===== src/rtl/sprite_rom_arbiter.sv =====
// sprite_rom_arbiter: round-robin arbiter with burst lock, sharing one synchronous sprite ROM
module sprite_rom_arbiter #(
    parameter int unsigned N_REQ     = 4,
    parameter int unsigned ADDR_W    = 17,
    parameter int unsigned DATA_W    = 4,
    parameter int unsigned DEPTH     = 80000,
    parameter int unsigned BURST_MAX = 8
) (
    input  logic                    Clk,
    input  logic                    Reset,
    input  logic [N_REQ-1:0]        req,
    input  logic [N_REQ*ADDR_W-1:0] addr,
    output logic [N_REQ-1:0]        gnt,
    output logic [ADDR_W-1:0]       rom_addr,
    input  logic [DATA_W-1:0]       rom_data,
    output logic [N_REQ-1:0]        rd_valid,
    output logic [DATA_W-1:0]       rd_data,
    output logic                    rd_err
);
    localparam int unsigned IDX_W  = (N_REQ > 1) ? $clog2(N_REQ) : 1;
    localparam int unsigned BCNT_W = $clog2(BURST_MAX + 1);

    typedef enum logic {
        ST_IDLE  = 1'b0,
        ST_OWNED = 1'b1
    } state_t;

    state_t              state_q, state_d;
    logic [IDX_W-1:0]    owner_q, owner_d;
    logic [IDX_W-1:0]    ptr_q, ptr_d;
    logic [BCNT_W-1:0]   bcnt_q, bcnt_d;
    logic [ADDR_W-1:0]   rom_addr_q, rom_addr_d;
    logic [N_REQ-1:0]    valid_q, valid_d;
    logic                err_q, err_d;

    logic                owner_req;
    logic                others_req;
    logic                burst_out;
    logic                lock_hit;
    logic [IDX_W-1:0]    start_idx;
    logic                win_any;
    logic [IDX_W-1:0]    win_idx;
    logic [ADDR_W-1:0]   sel_addr;
    int unsigned         cand;

    function automatic logic [IDX_W-1:0] next_idx(input logic [IDX_W-1:0] i);
        if (32'(i) >= N_REQ - 1) return '0;
        return i + IDX_W'(1);
    endfunction

    // Winner selection: keep the owner while its burst lasts, otherwise round-robin search
    always_comb begin
        owner_req  = (state_q == ST_OWNED) && req[owner_q];
        others_req = |(req & ~(N_REQ'(1) << owner_q));
        burst_out  = (bcnt_q >= BCNT_W'(BURST_MAX)) && others_req;
        lock_hit   = owner_req && !burst_out;
        start_idx  = owner_req ? next_idx(owner_q) : ptr_q;
        win_any    = 1'b0;
        win_idx    = '0;
        cand       = 0;
        if (lock_hit) begin
            win_any = 1'b1;
            win_idx = owner_q;
        end else begin
            for (int unsigned k = 0; k < N_REQ; k++) begin
                cand = 32'(start_idx) + k;
                if (cand >= N_REQ) cand = cand - N_REQ;
                if (!win_any && req[IDX_W'(cand)]) begin
                    win_any = 1'b1;
                    win_idx = IDX_W'(cand);
                end
            end
        end
        if (Reset) begin
            win_any = 1'b0;
            win_idx = '0;
        end
    end

    // One-hot grant and the ROM address mux (holds the last address when idle)
    always_comb begin
        gnt      = '0;
        sel_addr = '0;
        if (win_any) gnt = N_REQ'(1) << win_idx;
        for (int unsigned i = 0; i < N_REQ; i++) begin
            if (win_idx == IDX_W'(i)) sel_addr = addr[i*ADDR_W +: ADDR_W];
        end
        rom_addr   = win_any ? sel_addr : rom_addr_q;
        rom_addr_d = rom_addr;
    end

    // Ownership, pointer and burst-count next state
    always_comb begin
        state_d = state_q;
        owner_d = owner_q;
        ptr_d   = ptr_q;
        bcnt_d  = bcnt_q;
        if (win_any) begin
            state_d = ST_OWNED;
            owner_d = win_idx;
            ptr_d   = next_idx(win_idx);
            if (lock_hit) begin
                // saturate: once at the limit, any other request breaks the lock
                bcnt_d = (bcnt_q >= BCNT_W'(BURST_MAX)) ? bcnt_q : bcnt_q + BCNT_W'(1);
            end else begin
                bcnt_d = BCNT_W'(1);
            end
        end else if (req == '0) begin
            state_d = ST_IDLE;
        end
    end

    // Read tag and range flag travel alongside the ROM's one-cycle latency
    always_comb begin
        valid_d = gnt;
        err_d   = win_any && (64'(sel_addr) >= 64'(DEPTH));
    end

    // State registers with synchronous reset
    always_ff @(posedge Clk) begin
        if (Reset) begin
            state_q    <= ST_IDLE;
            owner_q    <= '0;
            ptr_q      <= '0;
            bcnt_q     <= '0;
            rom_addr_q <= '0;
            valid_q    <= '0;
            err_q      <= '0;
        end else begin
            state_q    <= state_d;
            owner_q    <= owner_d;
            ptr_q      <= ptr_d;
            bcnt_q     <= bcnt_d;
            rom_addr_q <= rom_addr_d;
            valid_q    <= valid_d;
            err_q      <= err_d;
        end
    end

    // A read returning while Reset is high is dropped; out-of-range reads return zero
    assign rd_valid = valid_q & {N_REQ{~Reset}};
    assign rd_err   = err_q & ~Reset;
    assign rd_data  = ((|rd_valid) && !rd_err) ? rom_data : '0;

endmodule


===== config.mk =====
export PLATFORM = sky130hd
export DESIGN_NAME = sprite_rom_arbiter
export DESIGN_NICKNAME = d
export VERILOG_FILES = /design/src/rtl/sprite_rom_arbiter.sv
export SDC_FILE = /design/constraint.sdc
export NUM_CORES = 1
export LEC_CHECK = 0
export BUFFER_PORTS_ARGS = -buffer_cell sky130_fd_sc_hd__buf_2
export CAP_MARGIN = 25
export CORE_MARGIN = 4
export CORE_UTILIZATION = 47
export CTS_CLUSTER_SIZE = 8
export DETAILED_ROUTE_END_ITERATION = 10
export HOLD_SLACK_MARGIN = 0.06
export PLACE_DENSITY_LB_ADDON = 0.1
export SYNTH_ARGS = -nofsm -noshare
export SYNTH_HDL_FRONTEND = slang
export SYNTH_SLANG_ARGS = --single-unit

===== constraint.sdc =====
create_clock -name Clk -period 4.6 [get_ports Clk]
set_input_delay 0.23 -clock Clk [delete_from_list [all_inputs] [get_ports Clk]]
set_output_delay 0.23 -clock Clk [all_outputs]
set_load 0.03 [all_outputs]

==> results of run 1 <==
## worst max-delay path: stages (launching register included)
cell and delay [ns]:
dfxtp_2 0.46, inv_1 0.10, ha_1 0.21, nor2b_1 0.14, o41ai_1 0.13, and2_1 0.25, or4b_1 0.48, a21oi_1 0.20
nor2_1 0.11, ha_1 0.29, nor2b_1 0.17, buf_4 0.18, a221oi_1 0.29, nor2_1 0.09, mux2_2 0.28, mux2_4 0.26
buf_2 0.18
## path summary, 6_finish.rpt
kind | endpoint | cells after the start
max | rom_addr[11] | 16
min | rom_addr_q[12] | 3
max reg2reg | err_q | 15
min reg2reg | rom_addr_q[16] | 2
## layout make-up
cell class / count / area, sq um / area share [%]
multi-input cells: 261 / 1900 / 55.9
clock inverters: 1 / 7.51 / 0.220
flip-flops and latches: 31 / 623 / 18.3
inverters: 9 / 36.3 / 1.06
repair buffers: 119 / 651 / 19.1
well taps: 72 / 90.1 / 2.64
clock buffers: 7 / 96.3 / 2.83
## power breakdown
group / internal, uW / total (uW) / switching (uW)
registers: 380 / 458 / 77.6
logic: 960 / 2180 / 1220
clock network: 136 / 250 / 114
## logic make-up after synthesis
family | count (synthesis)
and+or+nand+nor | 117
AOI/OAI and AO/OA | 98
buffers and inverters | 37
muxes | 36
DFF | 31
adders and majority gates | 10
## per-layer routing
metal,track usage (%),wire length [microns],share of wire (%)
met2,37.0,3810,49
met4,5.41,51,0.66
met3,5.73,508,6.6
met5,0,0,0
met1,26.7,3380,44
## placed cells by master (no fill, tap or decap), types with 2 or more instances in the layout
cell type / instances
and2_1: 11
buf_4: 10
a221oi_1: 5
clkbuf_8: 7
o21ai_1: 2
a22o_1: 17
nor2b_1: 27
a2bb2oi_1: 3
nor4_1: 2
and3_1: 2
ha_2: 2
buf_2: 107
nand2b_1: 4
buf_12: 2
inv_1: 7
o211ai_1: 3
a21oi_1: 16
a22oi_1: 7
nor2_1: 29
a32oi_1: 2
dfxtp_2: 2
o22ai_1: 7
or2_2: 3
mux2_4: 10
nand3b_1: 4
or3_1: 2
ha_1: 8
nand2_1: 21
nor3_1: 6
mux2i_2: 2
a31oi_1: 4
o21ai_0: 14
dfxtp_1: 29
mux2i_1: 10
mux2_2: 14
## flip-flops by register name, summed over array words and instances (netlist names)
register    cells
err_q           1
ptr_q           2
valid_q         4
rom_addr_q     17
owner_q         2
state_q         1
bcnt_q          4
## metrics by stage
stage | setup slack [ns] | total power [uW] | util (%) | hold slack (ns) | instance area, sq um
floorplan | 0.738 | 2110 | - | 0.441 | 2680
global placement | 0.454 | 2530 | 58.6 | 0.468 | 3230
detailed placement | 0.369 | 2550 | 58.6 | 0.475 | 3230
CTS | 0.0500 | 2820 | 60.5 | 0.282 | 3330
global route | -0.0407 | 3120 | 61.9 | 0.305 | 3410
finish | 0.260 | 2890 | 61.9 | 0.285 | 3410
## timing repair
item	in CTS	in global routing
setup buffers	0	7
endpoints found under the setup margin	0	15
resized for setup	0	5
==> impl_metrics.env, run 1 <==
export IMPL_hold_viol_final=0
export IMPL_ys_types=58
export IMPL_ios=108
export IMPL_routabilityCongestion=0.974
export IMPL_fin_tns_setup_ns=0
export IMPL_p_leak_uw=0.00155
export IMPL_cts_made_buffers=5
export IMPL_synth_fp_nets=417
export IMPL_synth_xor_area_share_pct=0
export IMPL_worst_pin_slew_ns=0.777
export IMPL_rrSetupSlack_ns=0.67
export IMPL_cp_max_fo=12
export IMPL_synth_seq_cells=31
export IMPL_yosys_area_share_simple_pct=23.0
export IMPL_synthAdderAreaFrac_pct=4.68
export IMPL_drtPass1Iterations=4
export IMPL_ctsRootBufferMaster="clkbuf_8"
export IMPL_htree_levels=2
export IMPL_dp_cells=485
export IMPL_fin_cells=500
export IMPL_slew_viol_final=0
export IMPL_required_ns=4.37
export IMPL_hold_start="addr[63]"
export IMPL_start_util_pct=48.6
export IMPL_clk_latency_ns=0.29
export IMPL_cts_sinks=31
export IMPL_wl_per_cell_microns=15.5
export IMPL_synth_mux_area_share_pct=16.3
export IMPL_grt_pass1_vias=2717
export IMPL_drive_gt1_share_pct=38.6
export IMPL_synth_top_cell_area_share_pct=23.2
export IMPL_cp_arrival_ns=4.11
export IMPL_tritoncts="yes"
export IMPL_synth_compound_area_share_pct=26.8
export IMPL_dp_hpwl_microns=5640
export IMPL_cts_max_path_buffers=2
export IMPL_synth_async_sr_flop_share_pct=0
export IMPL_crit_path_start="owner_q[0]"
export IMPL_synth_yosys_seq_area_share_pct=23.2
export IMPL_avgViaCountPerCell=5.56
export IMPL_final_nets=515
export IMPL_synth_area_leaders="dfxtp_1 23%, nor2b_1 6.3%, mux2_2 5.9%, mux2_4 5.6%, a22o_1 5.6%"
export IMPL_grt_max_degree=36
export IMPL_ys_flop_type="dfxtp_1"
export IMPL_yosysTopAreaCell="dfxtp_1"
export IMPL_synth_area_per_cell_sq_um=8.13
export IMPL_drtIter0Drc=149
export IMPL_timing_final_crit_share_pct=94.3
export IMPL_die_w_microns=83.5
export IMPL_dieArea_sq_um=6970
export IMPL_drcViolationCount=0
export IMPL_overflow=0
export IMPL_grt_antenna_before_repair=0
export IMPL_diodes=0
export IMPL_clkTransAtPathRegs_ns=0.07
export IMPL_ir_worst_vdd_mv=0.494
export IMPL_io_buffers=107
export IMPL_endpoint_kind="output pin"
export IMPL_track_usage_pct=21.5
export IMPL_synth_warnings=0
export IMPL_nFillCells=507
export IMPL_vias=2781
export IMPL_synth_most_common_cell="dfxtp_1"
export IMPL_areaGrowthSynthToFinish_pct=27.3
export IMPL_die_h_microns=83.5
export IMPL_finClkSkew_ns=0.00781
export IMPL_netlist_area_sq_um=2680
export IMPL_r2r_start="owner_q[0]"
export IMPL_rows=27
export IMPL_ant_nets=0
export IMPL_wl_microns=7750
export IMPL_hold_path_class="in -> reg"
export IMPL_setup_violations=0
export IMPL_start_kind="register"
export IMPL_syn_inst=329
export IMPL_max_freq_mhz=230
export IMPL_synth_top_family_by_area="compound AO/OA/AOI/OAI gates"
export IMPL_maxCapViolations=0
export IMPL_synth_edf_count=0
export IMPL_grt_pass1_wl_microns=12500
export IMPL_coreArea_sq_um=5510
export IMPL_power_density_nw_per_um2=848
export IMPL_relSlewSlack_pct=48.2
export IMPL_setup_worst_path_class="reg -> out"
export IMPL_ctsHoldBuffers=0
export IMPL_fin_crit_ns=4.34
export IMPL_outcome="completed"
export IMPL_ys_top_cells_by_count="31 x dfxtp_1, 29 x nor2_1, 27 x nor2b_1"
No activity file was read; power rests on OpenSTA's default activity.
==> inputs of run 2 (changes only) <==
Settings changed: BUFFER_PORTS_ARGS -buffer_cell sky130_fd_sc_hd__buf_2 to -buffer_cell sky130_fd_sc_hd__clkbuf_2, CELL_PAD_IN_SITES_DETAIL_PLACEMENT from default to 0, CELL_PAD_IN_SITES_GLOBAL_PLACEMENT from default to 1, CORE_UTILIZATION 47 to 35, SKIP_LAST_GASP from default to 1.
==> impl_metrics.env, run 2 (synthesis results as in run 1) <==
export IMPL_outcome="completed"
export IMPL_vias=2751
export IMPL_grt_antenna_before_repair=0
export IMPL_fin_crit_ns=4.28
export IMPL_clkPwrFrac_pct=9.6
export IMPL_slew_viol_final=0
export IMPL_hold_viol_final=0
export IMPL_top_regs="rom_addr_q: 17 flops, bcnt_q: 4 flops, valid_q: 4 flops"
export IMPL_nFillCells=780
export IMPL_hold_path_class="in -> reg"
export IMPL_tritoncts="yes"
export IMPL_wl_per_cell_microns=16.2
export IMPL_maxCapViolations=0
export IMPL_drive_gt1_share_pct=38.3
export IMPL_cts_sinks=31
export IMPL_start_kind="register"
export IMPL_clk_latency_ns=0.28
export IMPL_r2r_cells=14
export IMPL_pwr_share_comb_pct=74.6
export IMPL_wl_microns=8500
export IMPL_dp_hpwl_microns=6430
export IMPL_clkTransAtPathRegs_ns=0.07
export IMPL_grt_pass1_vias=2661
export IMPL_power_density_nw_per_um2=849
export IMPL_hold_start="addr[67]"
export IMPL_fin_tns_setup_ns=0
export IMPL_cts_made_buffers=5
export IMPL_cp_max_fo=11
export IMPL_diodes=0
export IMPL_dp_cells=513
export IMPL_cts_max_path_buffers=2
export IMPL_rrSetupSlack_ns=0.79
export IMPL_drtPass1Iterations=4
export IMPL_track_usage_pct=18.5
export IMPL_p_switching_uw=1430
export IMPL_power_internal_uw=1480
export IMPL_min_to="rom_addr_q[16]"
export IMPL_ir_worst_vdd_mv=0.372
export IMPL_endpoint_kind="output pin"
export IMPL_fin_hold_ws_ns=0.305
export IMPL_relSlewSlack_pct=44.6
export IMPL_setup_violations=0
export IMPL_dpl_worst_slack_ns=0.316
export IMPL_fin_cells=525
export IMPL_routabilityCongestion=0.901
export IMPL_worst_pin_slew_ns=0.831
export IMPL_r2r_end="err_q"
export IMPL_areaGrowthSynthToFinish_pct=27.9
export IMPL_drcViolationCount=0
export IMPL_finClkSkew_ns=0.00669
export IMPL_grt_pass1_wl_microns=13200
export IMPL_setup_ws_ns=0.319
export IMPL_drtIter0Drc=107
export IMPL_grt_max_degree=36
export IMPL_power_total_uw=2910
export IMPL_start_util_pct=36.5
export IMPL_ios=108
export IMPL_coreArea_sq_um=7330
export IMPL_layout_common_cells="107 x clkbuf_2, 29 x nor2_1, 29 x dfxtp_1, 27 x nor2b_1, 21 x nand2_1"
export IMPL_rows=31
export IMPL_die_h_microns=95.4
export IMPL_final_nets=513
export IMPL_ctsRootBufferMaster="clkbuf_8"
export IMPL_timing_final_crit_share_pct=93.1
export IMPL_holdPathStages=3
export IMPL_seqPwrFrac_pct=15.8
export IMPL_io_buffers=107
export IMPL_avgViaCountPerCell=5.24
export IMPL_cp_arrival_ns=4.05
export IMPL_dieArea_sq_um=9110
export IMPL_required_ns=4.37
export IMPL_ctsHoldBuffers=0
export IMPL_die_w_microns=95.4
export IMPL_r2r_start="owner_q[0]"
export IMPL_ant_nets=0
export IMPL_p_leak_uw=0.00155
export IMPL_setup_worst_path_class="reg -> out"
export IMPL_max_freq_mhz=234
export IMPL_largest_register="rom_addr_q"
export IMPL_overflow=0
export IMPL_rsz0062_at_grt="false"
export IMPL_switching_share_pct=49.2
export IMPL_htree_levels=2
export IMPL_final_common_cell="clkbuf_2"
export IMPL_largest_register_ffs=17
==> run 2: critical path, stage by stage (launching register included) <==
cell      delay [ns]
dfxtp_4         0.43
inv_1           0.08
ha_2            0.42
or3_1           0.17
mux2i_1         0.09
or4b_1          0.55
a21oi_2         0.16
nor2_1          0.08
ha_1            0.28
nor2b_1         0.19
buf_4           0.20
a221oi_1        0.31
nor3_1          0.08
a21oi_1         0.25
nor2_1          0.07
a22o_1          0.19
clkbuf_2        0.19
==> run 2: power groups by stage <==
stage	logic, uW	clock network, uW	registers [uW]
2_1_floorplan	1690	0	418
3_3_place_gp	2130	0	457
3_5_place_dp	2140	0	459
4_1_cts	2150	289	454
5_1_grt	2370	297	473
6_report	2170	280	458
==> run 2: how the worst max path moves through the flow <==
| stage | cells after the start | endpoint | startpoint | slack [ns] |
|---|---|---|---|---|
| floorplan | 17 | rom_addr[4] | owner_q[0] | 0.74 |
| global placement | 16 | rom_addr[16] | owner_q[0] | 0.35 |
| detailed placement | 16 | rom_addr[16] | owner_q[0] | 0.32 |
| CTS | 16 | rom_addr[16] | owner_q[1] | 0.13 |
| global route | 16 | rom_addr[11] | owner_q[0] | 0.03 |
| finish | 16 | rom_addr[16] | owner_q[0] | 0.32 |
==> run 2: area by class of cell <==
| class | count | area [sq um] | area share, % |
|---|---|---|---|
| flip-flops and latches | 31 | 626 | 18.3 |
| inverters | 9 | 36.3 | 1.06 |
| clock buffers | 6 | 82.6 | 2.41 |
| clock inverters | 2 | 35.0 | 1.02 |
| well taps | 99 | 124 | 3.62 |
| repair buffers | 117 | 611 | 17.8 |
| multi-input cells | 261 | 1910 | 55.8 |
==> run 2: per-stage QoR <==
stage | util, % | instance area, sq um
final | 46.7 | 3420
after global routing | 46.7 | 3420
after CTS | 46.0 | 3380
after detailed placement | 44.4 | 3260
after global placement | 44.4 | 3260
after floorplan | - | 2680
==> run 2: repair_timing <==
item / CTS / global route
gates resized for setup: 1 / 5
pin swaps: 0 / 1
setup endpoints to repair: 1 / 12
buffers inserted: 0 / 4
==> run 2: layer usage <==
metal  routed length [microns]  track usage [%]  share of wire, %  up-vias
li1                          -                -                 -     1393
met1                      3960             24.8                47     1273
met4                        60             4.27              0.71        0
met2                      4020             30.6                47       81
met3                       451             3.55               5.3        4
met5                         0                0                 0        -
